$ cat src/rtl/wb_irq_ctrl.sv
// wb_irq_ctrl: Wishbone-B3 slave interrupt controller.
// Each source is synchronised, then edge- or level-detected according to
// its 2-bit MODE field. A detected event sets a sticky pending bit, and
// pending & enable drive the registered irq vector, irq_any and the
// lowest-index irq_id. Registers: STATUS (W1C), ENABLE, MODE, RAW.
module wb_irq_ctrl #(
  parameter int N_SRC       = 8,
  parameter int SYNC_STAGES = 2
) (
  input  logic             clk,
  input  logic             rst,
  input  logic             wb_cyc,
  input  logic             wb_stb,
  input  logic             wb_we,
  input  logic [31:0]      wb_adr,
  input  logic [3:0]       wb_sel,
  input  logic [31:0]      wb_wdata,
  output logic [31:0]      wb_rdata,
  output logic             wb_ack,
  output logic             wb_err,
  output logic             wb_rty,
  input  logic [N_SRC-1:0] src,
  output logic [N_SRC-1:0] irq,
  output logic             irq_any,
  output logic [3:0]       irq_id
);

  localparam int MODE_W = 2 * N_SRC;

  typedef enum logic [1:0] {
    MODE_LEVEL  = 2'b00,
    MODE_RISE   = 2'b01,
    MODE_FALL   = 2'b10,
    MODE_CHANGE = 2'b11
  } mode_e;

  typedef enum logic [1:0] {
    REG_STATUS = 2'd0,
    REG_ENABLE = 2'd1,
    REG_MODE   = 2'd2,
    REG_RAW    = 2'd3
  } reg_e;

  logic [N_SRC-1:0]  s;
  logic [N_SRC-1:0]  last;
  logic [N_SRC-1:0]  pending;
  logic [N_SRC-1:0]  enable;
  logic [N_SRC-1:0]  pending_next;
  logic [N_SRC-1:0]  enable_next;
  logic [N_SRC-1:0]  set_evt;
  logic [N_SRC-1:0]  clr_mask;
  logic [N_SRC-1:0]  masked;
  logic [MODE_W-1:0] mode;
  logic [MODE_W-1:0] mode_next;
  logic [31:0]       byte_mask;
  logic [31:0]       rdata_next;
  logic [3:0]        id_next;
  logic              access;
  logic              wr;
  reg_e              reg_sel;
  mode_e             md;
  logic              unused_bits;

  // A new access is accepted only while ack is low, which gives one wait
  // state per transfer and makes held strobes ack every other cycle.
  assign access  = wb_cyc & wb_stb & ~wb_ack;
  assign wr      = access & wb_we;
  assign reg_sel = reg_e'(wb_adr[3:2]);
  assign masked  = pending & enable;
  assign wb_err  = 1'b0;
  assign wb_rty  = 1'b0;

  // Address bits outside [3:2] and unused data lanes are intentionally ignored.
  assign unused_bits = ^{wb_adr[31:4], wb_adr[1:0], wb_wdata, byte_mask};

  generate
    if (SYNC_STAGES == 0) begin : g_nosync
      assign s = src;
    end else begin : g_sync
      logic [N_SRC-1:0] sync_q [SYNC_STAGES];

      // Shift raw sources through the synchroniser chain.
      always_ff @(posedge clk or posedge rst) begin
        if (rst) begin
          for (int k = 0; k < SYNC_STAGES; k++) sync_q[k] <= '0;
        end else begin
          sync_q[0] <= src;
          for (int k = 1; k < SYNC_STAGES; k++) sync_q[k] <= sync_q[k-1];
        end
      end

      assign s = sync_q[SYNC_STAGES-1];
    end
  endgenerate

  // Expand the byte-lane selects into a 32-bit write mask.
  always_comb begin
    byte_mask = '0;
    for (int b = 0; b < 4; b++) byte_mask[8*b +: 8] = {8{wb_sel[b]}};
  end

  // Decode register writes into new ENABLE/MODE values and a W1C mask.
  always_comb begin
    enable_next = enable;
    mode_next   = mode;
    clr_mask    = '0;
    if (wr) begin
      case (reg_sel)
        REG_STATUS: clr_mask = wb_wdata[N_SRC-1:0] & byte_mask[N_SRC-1:0];
        REG_ENABLE: enable_next = (enable & ~byte_mask[N_SRC-1:0]) |
                                  (wb_wdata[N_SRC-1:0] & byte_mask[N_SRC-1:0]);
        REG_MODE:   mode_next = (mode & ~byte_mask[MODE_W-1:0]) |
                                (wb_wdata[MODE_W-1:0] & byte_mask[MODE_W-1:0]);
        default:    ;
      endcase
    end
  end

  // Per-source event detection; a set event overrides a same-cycle W1C.
  always_comb begin
    set_evt      = '0;
    pending_next = pending;
    md           = MODE_LEVEL;
    for (int i = 0; i < N_SRC; i++) begin
      md = mode_e'(mode[2*i +: 2]);
      case (md)
        MODE_LEVEL:  pending_next[i] = s[i];
        MODE_RISE:   set_evt[i] = s[i] & ~last[i];
        MODE_FALL:   set_evt[i] = ~s[i] & last[i];
        MODE_CHANGE: set_evt[i] = s[i] ^ last[i];
        default:     ;
      endcase
      if (md != MODE_LEVEL) pending_next[i] = set_evt[i] | (pending[i] & ~clr_mask[i]);
    end
  end

  // Read multiplexer; unused high bits read as zero.
  always_comb begin
    rdata_next = '0;
    case (reg_sel)
      REG_STATUS: rdata_next[N_SRC-1:0]  = pending;
      REG_ENABLE: rdata_next[N_SRC-1:0]  = enable;
      REG_MODE:   rdata_next[MODE_W-1:0] = mode;
      REG_RAW:    rdata_next[N_SRC-1:0]  = s;
      default:    ;
    endcase
  end

  // Fixed priority: scanning downwards leaves the lowest asserted index.
  always_comb begin
    id_next = '0;
    for (int i = N_SRC - 1; i >= 0; i--) begin
      if (masked[i]) id_next = 4'(i);
    end
  end

  // Controller state; last tracks s in every mode so MODE changes never fake an edge.
  always_ff @(posedge clk or posedge rst) begin
    if (rst) begin
      last    <= '0;
      pending <= '0;
      enable  <= '0;
      mode    <= '0;
    end else begin
      last    <= s;
      pending <= pending_next;
      enable  <= enable_next;
      mode    <= mode_next;
    end
  end

  // Bus handshake and registered read data, both valid together.
  always_ff @(posedge clk or posedge rst) begin
    if (rst) begin
      wb_ack   <= 1'b0;
      wb_rdata <= '0;
    end else begin
      wb_ack <= access;
      if (access) wb_rdata <= rdata_next;
    end
  end

  // Interrupt outputs all registered from one pending & enable snapshot.
  always_ff @(posedge clk or posedge rst) begin
    if (rst) begin
      irq     <= '0;
      irq_any <= 1'b0;
      irq_id  <= '0;
    end else begin
      irq     <= masked;
      irq_any <= |masked;
      irq_id  <= id_next;
    end
  end

endmodule

$ cat config.mk
export PLATFORM = sky130hd
export DESIGN_NAME = wb_irq_ctrl
export DESIGN_NICKNAME = d
export VERILOG_FILES = /design/src/rtl/wb_irq_ctrl.sv
export SDC_FILE = /design/constraint.sdc
export NUM_CORES = 1
export LEC_CHECK = 0
export ABC_CLOCK_PERIOD_IN_PS = 2700
export CELL_PAD_IN_SITES_DETAIL_PLACEMENT = 0
export CELL_PAD_IN_SITES_GLOBAL_PLACEMENT = 1
export CORE_AREA = 3 3 115 117
export CTS_CLUSTER_DIAMETER = 40
export DETAILED_ROUTE_END_ITERATION = 6
export DIE_AREA = 0 0 118 120
export HOLD_SLACK_MARGIN = 0.08
export PLACE_DENSITY_LB_ADDON = 0.1
export SLEW_MARGIN = 20
export SYNTH_ARGS = -nofsm -noshare
export SYNTH_HDL_FRONTEND = slang
export SYNTH_SLANG_ARGS = --single-unit
export TNS_END_PERCENT = 20
$ cat constraint.sdc
create_clock -name clk -period 2.7 [get_ports clk]
set_input_delay 0.54 -clock clk [delete_from_list [all_inputs] [get_ports clk]]
set_output_delay 0.54 -clock clk [all_outputs]
set_load 0.02 [all_outputs]
==> metrics.md <==
| Metric | Value |
|---|---|
| Status | complete, no violations |
| Synth top area share | a little over half |
| TritonRoute pass-1 iters | 4 |
| Initial antenna violation count | 0 |
| Final WL | about 8400 µm |
| Most used DFF post-synth | dfrtp_1 |
| Switching power | 1.05 mW |
| Synth area leaders | dfrtp_1, mux2_4, ha_1 |
| Clock tree buffer depth | 2 |
| Post-synth top area cell | dfrtp_1 |
| Share of cells above drive strength 1 | roughly 18% |
| N_diodes | 0 |
| Synthesized flop and latch total | 85 |
| Chip Height | 120 µm |
| Hold_buf cts | 0 |
| Placement Setup Slack | around 0.28 ns |
| Clock buffers created by TritonCTS | 9 |
| Clock Skews | 0.00699 ns |
| Core ar. | ~12,000 µm² |
| Post-CTS sizing | 0 |
| Kind of critical path | input port to register |
| Largest net degree at the start of global routing | slightly below 70 |
| Final period utilization | about three quarters |
| Root buffer cell | clkbuf_16 |
| Fin cells | between 500 and 600 |
| Compound-Gate Fraction of Synth Area | under 10% |
| Comb power frac | about a quarter |
| Worst Path Required | about 2.9 ns |
| Syn Std Cell Area | 3880 µm² |
| GRT Total Usage | about an eighth |
| Tightest Hold Check Type | register to register |
| Multiplexer area fraction after synthesis | between 15 and 20% |
| Vias in the first global route | 2,529 |
| Pwr Density | about 750 nW/µm² |
| Cells after synthesis | between 200 and 300 |
| Post-route DRC | 0 |
| Slew Limit Fails | 0 |
| Switching share of power | ~28% |
| Fmax | slightly below 500 MHz |
| Cell Rows | 41 |
| Hold Vio Cnt, Final | 0 |
| Port Buffer Count | between 60 and 70 |
| PnR worst setup slack | approximately 0.65 ns |
| Avg Cell Area, Syn | roughly 13 µm² |
| Clock tree from TritonCTS | yes |
| Total Die Area | 14,200 µm² |
| Register area | 2130 µm² |
| Final nets | around 470 |
| First-pass GRT wire length | about 14,000 µm |
| CTS H-tree depth | 3 |
| FFs w/ async S/R, synth | 100% |
| Peak VDD IR | between 0.3 and 0.4 mV |
| Crit path DAT | around 2.3 ns |
| Vias per cell | approximately 4.4 |
| Min Tclk post-route | between 2 and 2.5 ns |
| Skew-Pair Late Insertion Delay | around 0.34 ns |
| WL per Instance | between 15 and 20 µm |
| Critical Path Source Type | input port |
| Synth Area in XOR/XNOR | 0% |
| Setup crit end kind | register |
| Area added between synthesis and finish | 27.8% |
| Pleak | about 2.3 nW |
| Gr ovfl total | 0 |
| Adder-Cell Fraction of Synth Area | about 5.2% |
| Distinct cells, synth | 35 |
| Placed cell area | approximately 4700 µm² |
| EDFF count, synth | 0 |
| Commonest non-fill, non-tap cells in the layout | dfrtp_1, clkdlybuf4s50_1, nand2_1 |
| Fillers | between 1,000 and 1,500 |
| DR vias | between 2,000 and 2,500 |
| Multi-input combinational cell area | about 1500 µm² |
| Largest fanout on the critical path | 8 |
| Synth warn | 0 |
| RD Place Congestion | slightly above 0.7 |
| Main combinational cell family by area after synthesis | multiplexers |
| Layout Utilization | between 30% and 40% |
| Post-CTS repair timing setup buffer count | 0 |
| Initial drt markers | 63 |
| Simple logic cell fraction of the synthesized area | 7.76% |
| Post-DP HPWL | roughly 6000 µm |
| Commonest non-fill, non-tap cell in the layout | dfrtp_1 |
| Die W | 118 µm |
| Design Area, Final | between 4000 and 5000 µm² |
| PnR Total Power | 3.74 mW |
| Clock-pin transition on the worst setup and hold timing paths | approximately 0.050 ns |
| RSZ-0062 raised after global routing | false |
| IO Pins | 129 |
| Antenna Nets Post-Route | 0 |
| Starting Density | 31.2% |
| Flop pwr share | 44.8% |
| Int Pwr | 2.69 mW |
| Clock Power Share | a little under a third |
| Dpl cells | about 530 |
| Maxcap violations | 0 |
| Register area share after synthesis | between 50% and 60% |
| Setup tns final | 0 ns |
| Min Hold Slack | between 0.3 and 0.4 ns |
| CTS sink count | between 80 and 90 |
| Final setup viols | 0 |
worst max-delay path, stage by stage:
cell and delay [ns]:
clkdlybuf4s50_1 0.59, nor2b_1 0.41, and3_4 0.40, mux2_4 0.32
path summary, 6_finish.rpt:
path | from | endpoint | slack, ns | cells after the start
max | wb_adr[3] | mode[2] | 0.65 | 4
min | g_sync.sync_q[9] | s[1] | 0.35 | 0
max reg2reg | wb_ack | mode[2] | 1.03 | 4
min reg2reg | g_sync.sync_q[9] | s[1] | 0.35 | 0
max in group asynchronous | rst | wb_rdata[2] | 1.48 | 3
min in group asynchronous | rst | wb_rdata[6] | 0.55 | 2
power by group through the flow:
stage          Clock (mW)  Combinational, mW  Sequential [mW]
4_1_cts              1.23              0.899             1.68
3_3_place_gp            0              0.888             1.70
6_report             1.18              0.881             1.68
3_5_place_dp            0              0.896             1.70
5_1_grt              1.28              0.960             1.71
2_1_floorplan           0              0.432             1.79
layout make-up:
class                           instances  area share (%)
Timing Repair Buffer                   74            14.8
Clock inverter                          2           0.705
Inverter                               25            1.97
Tap cell                              172            4.33
Multi-Input combinational cell        175            30.6
Clock buffer                           13            4.84
Sequential cell                        85            42.8
synthesized netlist by cell type (2+ instances only):
cell and number:
and4_1 7, nand2_1 31, and4b_1 2, nor2_1 3, dfrtp_1 85, mux2_2 16, mux2i_1 8, and3_4 2
o221ai_1 8, nand3_1 2, buf_6 4, o31ai_1 8, buf_4 20, mux2_4 16, mux4_2 8, o21ai_0 8
a21oi_1 2, inv_1 25, o211ai_1 7, ha_1 16, buf_2 3
cells by family (layout without fill, tap and decap cells):
family                   Yosys count  count (layout)
flip-flops                        85              85
AND/OR/NAND/NOR                   55              55
buffers and inverters             53             114
multiplexers                      48              48
AO/OA/AOI/OAI                     37              37
adder cells (fa/ha/maj)           16              16
other                              1              19
flip-flops by register name, indices dropped and copies added (netlist names), 8 cells and up:
name,count
mode,16
wb_rdata,16
enable,8
g_sync.sync_q,8
pending,8
irq,8
last,8
s,8
routing by layer:
metal / wire, µm / vias up / share of wire, % / global-route usage, %
li1: - / 1153 / - / -
met1: 4020 / 1199 / 48 / 16.6
met2: 3810 / 57 / 45 / 19.4
met3: 363 / 13 / 4.3 / 3.25
met4: 204 / 0 / 2.4 / 6.89
met5: 0 / - / 0 / 0
Power figures use the tool's default switching activity.
